<file path="src/rtl/ifetch_pkg.sv">
// ifetch_pkg: shared types and constants for the instruction fetch unit.
package ifetch_pkg;
  localparam int INSTR_BYTES = 4;
  localparam int XLEN = 32;
  typedef enum logic [1:0] {BOOT, FETCH, DRAIN} fetch_state_t;
  typedef struct packed {
    logic [XLEN-1:0] instr;
    logic [XLEN-1:0] pc;
  } fetch_entry_t;
endpackage

</file>
<file path="src/rtl/ifetch_fifo.sv">
// ifetch_fifo: synchronous FIFO of fetch entries with flush; push is accepted
// when full only if a pop happens in the same cycle.
module ifetch_fifo
  import ifetch_pkg::*;
#(
  parameter int DEPTH = 2
) (
  input  logic                       clk,
  input  logic                       rstn,
  input  logic                       i_push,
  input  logic                       i_pop,
  input  logic                       i_flush,
  input  fetch_entry_t               i_data,
  output fetch_entry_t               o_data,
  output logic [$clog2(DEPTH):0]     o_count,
  output logic                       o_full,
  output logic                       o_empty
);
  localparam int AW = $clog2(DEPTH);
  fetch_entry_t r_mem [DEPTH];
  logic [AW-1:0] r_wptr, r_rptr;
  logic [AW:0]   r_count;
  logic          w_push, w_pop;
  assign o_count = r_count;
  assign o_full  = r_count == (AW+1)'(DEPTH);
  assign o_empty = r_count == '0;
  assign o_data  = r_mem[r_rptr];
  assign w_pop   = i_pop & ~o_empty;
  assign w_push  = i_push & (~o_full | w_pop);
  always_ff @(posedge clk or negedge rstn) begin
    if (!rstn) begin
      r_wptr  <= '0;
      r_rptr  <= '0;
      r_count <= '0;
      for (int i = 0; i < DEPTH; i++) r_mem[i] <= '0;
    end else if (i_flush) begin
      r_wptr  <= '0;
      r_rptr  <= '0;
      r_count <= '0;
    end else begin
      if (w_push) begin
        r_mem[r_wptr] <= i_data;
        r_wptr        <= r_wptr + AW'(1);
      end
      if (w_pop) r_rptr <= r_rptr + AW'(1);
      r_count <= r_count + (AW+1)'(w_push) - (AW+1)'(w_pop);
    end
  end
endmodule

</file>
<file path="src/rtl/ifetch_unit.sv">
// ifetch_unit: PC owner and instruction memory requester feeding decode.
// Optional FETCH_BYPASS_EN forwards a response straight to decode when the buffer is empty.
module ifetch_unit
  import ifetch_pkg::*;
#(
  parameter int                    WORD_WIDTH = 32,
  parameter logic [WORD_WIDTH-1:0] RESET_PC   = '0,
  parameter int                    FIFO_DEPTH = 2
) (
  input  logic                  clk,
  input  logic                  rstn,
  output logic                  imem_req,
  output logic [WORD_WIDTH-1:0] imem_addr,
  input  logic                  imem_gnt,
  input  logic                  imem_rvalid,
  input  logic [WORD_WIDTH-1:0] imem_rdata,
  input  logic                  branch,
  input  logic [WORD_WIDTH-1:0] branch_target,
  input  logic                  stall,
  output logic [WORD_WIDTH-1:0] instr_dec,
  output logic [WORD_WIDTH-1:0] pc_dec,
  output logic                  instr_valid
);
  localparam int CW = $clog2(FIFO_DEPTH) + 1;
  fetch_state_t          r_state, w_state_nxt;
  logic [WORD_WIDTH-1:0] r_pc;
  logic [CW-1:0]         r_discard, w_discard_nxt, w_out_nxt;
  logic [CW-1:0]         w_buf_count, w_pcq_count;
  logic                  w_buf_empty, w_buf_full, w_pcq_empty, w_pcq_full;
  logic                  w_grant, w_drop, w_push, w_pop, w_bypass, w_credit;
  fetch_entry_t          w_buf_head, w_pcq_head, w_resp, w_req_entry;
  logic                  w_unused;
  // The in-flight PC queue depth equals the number of outstanding requests.
  assign w_credit    = (w_pcq_count + w_buf_count) < CW'(FIFO_DEPTH);
  assign imem_req    = (r_state != BOOT) & w_credit & ~branch;
  assign imem_addr   = r_pc;
  assign w_grant     = imem_req & imem_gnt;
  assign w_drop      = imem_rvalid & (r_discard != '0);
  assign w_out_nxt   = w_pcq_count + CW'(w_grant) - CW'(imem_rvalid);
  assign w_req_entry = '{instr: '0, pc: r_pc};
  assign w_resp      = '{instr: imem_rdata, pc: w_pcq_head.pc};
`ifdef FETCH_BYPASS_EN
  assign w_bypass = w_buf_empty & (r_discard == '0) & imem_rvalid & ~branch;
`else
  assign w_bypass = 1'b0;
`endif
  assign instr_valid = ~branch & (~w_buf_empty | w_bypass);
  assign instr_dec   = w_bypass ? imem_rdata : w_buf_head.instr;
  assign pc_dec      = w_bypass ? w_pcq_head.pc : w_buf_head.pc;
  assign w_pop       = instr_valid & ~stall & ~w_bypass;
  assign w_push      = imem_rvalid & ~w_drop & ~(w_bypass & ~stall);
  assign w_unused    = ^{w_pcq_empty, w_pcq_full, w_buf_full, w_pcq_head.instr};
  // Branch discards every request still in flight after this cycle.
  assign w_discard_nxt = branch ? w_out_nxt : r_discard - CW'(w_drop);
  always_comb begin
    w_state_nxt = r_state;
    if (branch)
      w_state_nxt = (w_out_nxt != '0) ? DRAIN : FETCH;
    else if (r_state == BOOT)
      w_state_nxt = FETCH;
    else if (r_state == DRAIN)
      w_state_nxt = (w_discard_nxt == '0) ? FETCH : DRAIN;
  end
  always_ff @(posedge clk or negedge rstn) begin
    if (!rstn) begin
      r_state   <= BOOT;
      r_pc      <= RESET_PC;
      r_discard <= '0;
    end else begin
      r_state   <= w_state_nxt;
      r_discard <= w_discard_nxt;
      r_pc      <= branch  ? {branch_target[WORD_WIDTH-1:2], 2'b00} :
                   w_grant ? r_pc + WORD_WIDTH'(INSTR_BYTES) : r_pc;
    end
  end
  ifetch_fifo #(.DEPTH(FIFO_DEPTH)) u_buf (
    .clk     (clk),
    .rstn    (rstn),
    .i_push  (w_push),
    .i_pop   (w_pop),
    .i_flush (branch),
    .i_data  (w_resp),
    .o_data  (w_buf_head),
    .o_count (w_buf_count),
    .o_full  (w_buf_full),
    .o_empty (w_buf_empty)
  );
  ifetch_fifo #(.DEPTH(FIFO_DEPTH)) u_pcq (
    .clk     (clk),
    .rstn    (rstn),
    .i_push  (w_grant),
    .i_pop   (imem_rvalid),
    .i_flush (1'b0),
    .i_data  (w_req_entry),
    .o_data  (w_pcq_head),
    .o_count (w_pcq_count),
    .o_full  (w_pcq_full),
    .o_empty (w_pcq_empty)
  );
endmodule

</file>
<file path="config.mk">
export PLATFORM = sky130hd
export DESIGN_NAME = ifetch_unit
export DESIGN_NICKNAME = d
export VERILOG_FILES = /design/src/rtl/ifetch_pkg.sv /design/src/rtl/ifetch_fifo.sv /design/src/rtl/ifetch_unit.sv
export SDC_FILE = /design/constraint.sdc
export NUM_CORES = 1
export LEC_CHECK = 0
export CAP_MARGIN = 20
export CORE_MARGIN = 2
export CORE_UTILIZATION = 40
export DETAILED_ROUTE_END_ITERATION = 8
export HOLD_SLACK_MARGIN = 0.02
export PLACE_DENSITY = 0.7
export REMOVE_ABC_BUFFERS = 1
export SYNTH_ARGS = -nofsm -noshare
export SYNTH_HDL_FRONTEND = slang
export SYNTH_SLANG_ARGS = --single-unit
</file>
<file path="constraint.sdc">
create_clock -name clk -period 4.7 [get_ports clk]
set_input_delay 0.47 -clock clk [delete_from_list [all_inputs] [get_ports clk]]
set_output_delay 0.47 -clock clk [all_outputs]
set_load 0.01 [all_outputs]
</file>
==> results of run 1 <==
-- worst reg2reg max path, delay by kind of cell (launching register included) --
family | cells | cell delay [ns]
XOR/XNOR | 1 | 0.32
AND/OR/NAND/NOR | 1 | 0.80
flip-flops | 1 | 0.48
AO/OA/AOI/OAI | 1 | 0.32
multiplexers | 2 | 0.84
-- kinds of logic (layout without fill, tap and decap cells) --
logic type / count (synthesis) / count (layout) / share of synthesized area, %
other cells: 1 / 4 / 0.0361
mux: 222 / 222 / 23.7
fa+ha+maj: 8 / 8 / 0.962
flops: 226 / 226 / 54.4
simple gates: 193 / 193 / 9.07
xor+xnor: 27 / 27 / 2.27
buf+inv: 73 / 227 / 3.73
compound gates: 107 / 107 / 5.89
-- metal layers --
| layer | part of all wire, % | GRT usage, % |
|---|---|---|
| met5 | 0 | 0 |
| met2 | 47 | 28.8 |
| met1 | 45 | 23.3 |
| met4 | 1.5 | 4.35 |
| met3 | 6.4 | 3.52 |
-- power by group --
group | total, mW | switching, mW | internal [mW]
registers | 3.24 | 0.562 | 2.68
clock network | 2.00 | 0.772 | 1.23
logic | 2.75 | 1.11 | 1.64
-- cells in the mapped netlist, types with 2 or more instances --
cell,instances
nor4_1,8
mux2_2,183
nand3_1,13
or3_1,3
a21oi_1,31
or4_1,7
clkbuf_2,3
buf_4,6
nand2_1,67
nand4_1,10
mux2_1,4
xnor2_1,14
a221o_1,3
nor3b_1,3
ha_1,8
and2_1,6
buf_6,9
o211ai_1,2
inv_1,11
buf_1,5
o21ai_0,49
nor2_1,52
and3_1,4
o31ai_1,7
and4_1,5
nor2b_1,2
a31oi_1,10
clkbuf_1,27
dfrtp_1,226
buf_2,9
mux2i_1,34
xor2_1,13
and3_2,4
-- flip-flops by register name, indices dropped and copies added (netlist names) --
name and count:
u_pcq.r_wptr 1, r_state 2, u_buf.r_rptr 1, u_pcq.r_rptr 1
u_pcq.o_count 2, u_buf.o_count 2, imem_addr 30, u_buf.r_wptr 1
r_discard 2, u_pcq.r_mem 60, u_buf.r_mem 124
-- metrics by stage --
| stage | instances | power [mW] |
|---|---|---|
| 3_5_place_dp | 1304 | 6.05 |
| 2_1_floorplan | 799 | 4.81 |
| 5_1_grt | 1349 | 8.51 |
| 6_report | 1349 | 8.00 |
| 3_3_place_gp | 1304 | 5.96 |
| 4_1_cts | 1349 | 8.10 |
-- placed cells by master, fill, tap and decap left out, drive strengths merged, types with 10 or more instances in the layout --
| cell | count |
|---|---|
| dfrtp | 226 |
| mux2 | 188 |
| clkdlybuf4s50 | 159 |
| nand2 | 68 |
| nor2 | 52 |
| o21ai | 49 |
| clkbuf | 35 |
| mux2i | 34 |
| a21oi | 31 |
| xnor2 | 14 |
| xor2 | 13 |
| nand3 | 13 |
| inv | 11 |
| nand4 | 11 |
| buf | 11 |
| a31oi | 10 |
-- final timing paths --
| check | end | cells past startpoint | start | slack [ns] |
|---|---|---|---|---|
| max | pc_dec[30] | 2 | u_buf.r_rptr | 1.63 |
| min | u_buf.r_mem[116] | 1 | rstn | -0.02 |
| max reg2reg | u_pcq.r_mem[66] | 5 | u_pcq.o_count[1] | 1.83 |
| min reg2reg | u_buf.r_mem[82] | 2 | u_buf.r_mem[82] | 0.48 |
| max in group asynchronous | u_buf.r_mem[50] | 2 | rstn | 3.54 |
| min in group clk | u_buf.r_mem[82] | 2 | u_buf.r_mem[82] | 0.48 |
-- area by class of cell --
class / instances / area (um2) / share of cell area, %
sequential: 226 / 5660 / 43.4
multi-input combinational: 561 / 4380 / 33.6
timing repair buffer: 170 / 1680 / 12.9
clock buffer: 35 / 723 / 5.55
tap: 335 / 419 / 3.22
clock inverter: 10 / 125 / 0.960
inverter: 12 / 45.0 / 0.346
==> impl_metrics.yaml, run 1 <==
drt:
  drt_iter0_drc: 332
  drt-vias-per-instance: 5.15
  finalWirelength_um: 23500
  drc: 0
  wl_per_cell_um: 17.4
  final_antenna_net_count: 0
  vias: 6947
  firstDrtPassIters: 4
sta:
  setup_viol: 0
  fin_ws_ns: 1.63
  setup-tns-final_ns: 0
  finalHoldViolCount: 3
  skew_ns: 0.0144
  fin_crit_sh_pct: 65.4
  max_freq_mhz: 326
  worst_slew_pin_slew_ns: 1.11
  post-route-min-period_ns: 3.07
  whs_ns: -0.0195
  slew_headroom_pct: 26.3
  rsz0062_at_grt: "no"
  drv_slew: 0
global_route:
  grt_max_degree: 115
  antenna_found_initial: 0
  grt_pass1_wl_um: 37100
  grtUsageTotal_pct: 17.3
  overflow: 0
  grt_pass1_vias: 6981
placement:
  placed_cell_area_mm2: 0.0122
  port_buffers: 161
  preCtsSetupSlack_ns: 1.59
  routabilityCongestion: 0.833
  hpwl_um: 15000
synth:
  synth-seq-area-share_pct: 54.4
  synth_top_area_share_pct: 54.4
  synth_cell_types: 52
  async_reset_ff_share_pct: 100
  postSynthAreaPerCell_um2: 12.1
  syn_area_mm2: 0.0104
  ys.flop_type: "dfrtp_1"
  netlist_instances: 857
  yosys.area.top_type: "dfrtp_1"
  ys_warn_count: 0
  synth-edff-count: 0
  synth-seq-cells: 226
  synth_area_leaders: "dfrtp_1 54%, mux2_2 20%, mux2i_1 3.3%"
layout:
  final_core_util_pct: 50.6
  layout-drive-gt1-share_pct: 24.9
  area_delta_synth_final_pct: 25.3
  fillCellCount: 2334
  post-route-cell-area_mm2: 0.0130
  finalNetCount: 1074
  antennaDiodeCount: 0
die:
  ios: 168
  chipHeight_um: 165
  core_mm2: 0.0258
  start_util_pct: 40.4
  dieArea_mm2: 0.0273
  fp.dieW_um: 165
  num_rows: 59
cts:
  clkLatencyLatePin_ns: 0.52
  cts_buffers: 25
  clkTransAtPathRegs_ns: 0.06
  cts_resized: 0
  postCtsSetupBuffers: 0
  holdBufCountCts: 0
  clock-sinks: 226
  cts_tree: "built"
  cts.path.max_buffers: 3
  htreeDepth: 1
  cts_root_buf: "clkbuf_16"
critical_path:
  arrival_ns: 2.60
  critPathMaxStageDelay_ns: 1.08
  worstPathCellList: "mux2_2, clkdlybuf4s50_1"
  path_buf_inv: 1
  cp-end-kind: "output port"
  crit_path_top_delay_cell: "dfrtp_4"
  critPathLaunchType: "flip-flop"
  cp_top_family: "flip-flops"
  worstPathMaxFanout: 64
  required_ns: 4.23
  critPathKind: "flip-flop to output port"
min_path:
  hp-class: "input pin to asynchronous set/reset pin"
power_and_ir_drop:
  power.density_mw_per_mm2: 614
  ir_drop_mv: 0.269
  leakagePower_nw: 5.69
status:
  outcome: "finished with violations"
  violations: "negative hold slack"
job:
  cap_violations: 0
No activity file was read; power rests on OpenSTA's default activity.
==> inputs of run 2 (changes only) <==
- PLACE_DENSITY: 0.7 -> 0.72
- clock period: 4.7 -> 2.6 ns (I/O delays scaled with it)
==> run 2 against run 1 <==
  * The flow now finishes without violations
  * Clock power grew 74%
  * Die area unchanged
  * First-iteration DRC count fell by 11%
  * Combinational power increased by 95%
  * Register-to-register slack got worse by 1.7 ns
  * Critical path type is now flip-flop to flip-flop
  * Largest cell class unchanged
  * Highest routed layer unchanged
==> impl_metrics.yaml, run 2 (synthesis gave the netlist of run 1 again) <==
global_route:
  grt_max_degree: 76
  antenna_found_initial: 0
  overflow: 0
  grt_pass1_wl_um: 38000
  grtUsageTotal_pct: 17.7
  grt_pass1_vias: 7175
critical_path:
  critPathLaunchType: "flip-flop"
  cp_common_cell: "ha_1"
  critPathKind: "flip-flop to flip-flop"
  required_ns: 2.97
  critPathMaxStageDelay_ns: 0.45
  arrival_ns: 2.81
  rr_endpoint: "r_state[1]"
  reg2reg_slack_ns: 0.16
  cp-end-kind: "flip-flop"
  r2r_start: "u_buf.o_count[1]"
  critPathLaunch: "u_buf.o_count[1]"
  path_buf_inv: 1
  r2r_cells: 11
  worstPathCellList: "xnor2_2, mux2i_1, nand3_1, ha_1, inv_1, ha_1, xor2_1, xnor2_1, nand2_1, a21boi_0, o21ai_0"
  cp_top_family: "XOR/XNOR gates"
  path_depth: 11
  crit_path_top_delay_cell: "dfrtp_1"
  worstPathMaxFanout: 5
  cp-endpoint: "r_state[1]"
sta:
  rsz0062_at_grt: "no"
  max_freq_mhz: 410
  drv_slew: 0
  post-route-min-period_ns: 2.44
  slew_headroom_pct: 58.7
  fin_crit_sh_pct: 93.8
  fin_ws_ns: 0.162
  finalHoldViolCount: 0
  worst_slew_pin_slew_ns: 0.619
  setup_viol: 0
  skew_ns: 0.0141
layout:
  layout-drive-gt1-share_pct: 26.2
  final_core_util_pct: 51.5
  area_delta_synth_final_pct: 27.7
  antennaDiodeCount: 0
  largest_reg_flops: 124
  finalNetCount: 1095
  final_cell_mix: "224 x dfrtp_1, 183 x mux2_2, 158 x clkdlybuf4s50_1, 67 x nand2_1, 52 x nor2_1"
  top_register: "u_buf.r_mem"
  final_common_cell: "dfrtp_1"
  fillCellCount: 2265
placement:
  preCtsSetupSlack_ns: 0.141
  port_buffers: 161
  hpwl_um: 16300
  routabilityCongestion: 0.842
drt:
  drt_iter0_drc: 295
  drc: 0
  firstDrtPassIters: 4
  finalWirelength_um: 24200
  wl_per_cell_um: 17.7
  vias: 7009
  drt-vias-per-instance: 5.12
  final_antenna_net_count: 0
die:
  dieArea_mm2: 0.0273
  num_rows: 59
  fp.dieW_um: 165
  start_util_pct: 40.4
  chipHeight_um: 165
  core_mm2: 0.0258
  ios: 168
cts:
  clkTransAtPathRegs_ns: 0.06
  cts.path.max_buffers: 3
  clkLatencyLatePin_ns: 0.52
  htreeDepth: 1
  cts_tree: "built"
  cts_buffers: 25
  cts_root_buf: "clkbuf_16"
  clock-sinks: 226
power_and_ir_drop:
  ir_drop_mv: 0.563
  leakagePower_nw: 5.83
  total_power_mw: 14.5
  power.density_mw_per_mm2: 1090
status:
  outcome: "finished, final reports clean"
min_path:
  hp-class: "input pin to flip-flop"
  worstHoldStart: "branch"
job:
  cap_violations: 0
-- run 2: changes by cell type in the layout (fill, tap and decap cells not counted), sizes merged --
cell,change
buf,+20
bufinv,-1
clkdlybuf4s50,-1
clkinv,-1
clkinvlp,+1
dlygate4sd3,+1
dlymetal6s2s,+1
-- run 2: how the worst min path moves through the flow --
stage          depth (start not counted)                to
2_1_floorplan                          0     imem_addr[10]
3_3_place_gp                           1  u_buf.r_mem[113]
3_5_place_dp                           1   u_buf.r_mem[49]
4_1_cts                                2     imem_addr[18]
5_1_grt                                2     imem_addr[20]
6_report                               2     imem_addr[20]
-- run 2: power by group --
part / internal, mW / switching, mW
combinational: 3.08 / 2.26
clock: 2.10 / 1.37
sequential: 4.84 / 0.823
-- run 2: per-layer routing --
metal	part of all wire [%]	vias up	global-route usage [%]	wire length, um
met3	6.5	30	3.62	1580
met4	1.6	0	3.95	378
met2	47	168	29.5	11400
met1	45	3470	23.8	10800
met5	0	-	0	0
li1	-	3341	-	-
-- run 2: cell type report --
| type | count | area (um2) | area share, % |
|---|---|---|---|
| clock buffers | 35 | 713 | 5.37 |
| clock inverters | 9 | 101 | 0.763 |
| inverters | 12 | 45.0 | 0.339 |
| multi-input cells | 561 | 4390 | 33.0 |
| flip-flops and latches | 226 | 5660 | 42.6 |
| well taps | 335 | 419 | 3.16 |
| repair buffers | 191 | 1950 | 14.7 |
-- run 2: per-stage QoR --
step,instance area [um2],TNS (ns),instances,hold slack [ns]
3_3_place_gp,12400,0,1323,0.271
4_1_cts,13300,0,1368,0.149
6_report,13300,0,1369,0.172
2_1_floorplan,10100,-414.39,799,-0.0356
5_1_grt,13300,0,1369,0.178
3_5_place_dp,12400,0,1323,0.278
-- run 2: timing repair --
| action | in CTS | in global routing |
|---|---|---|
| setup endpoints to repair | 1 | 2 |
| gates resized for setup | 1 | 1 |
| cloned | 0 | 0 |
| pin swaps | 0 | 1 |
| hold endpoints to repair | 72 | 0 |
| hold buffers | 1 | 0 |
| setup buffers | 0 | 1 |
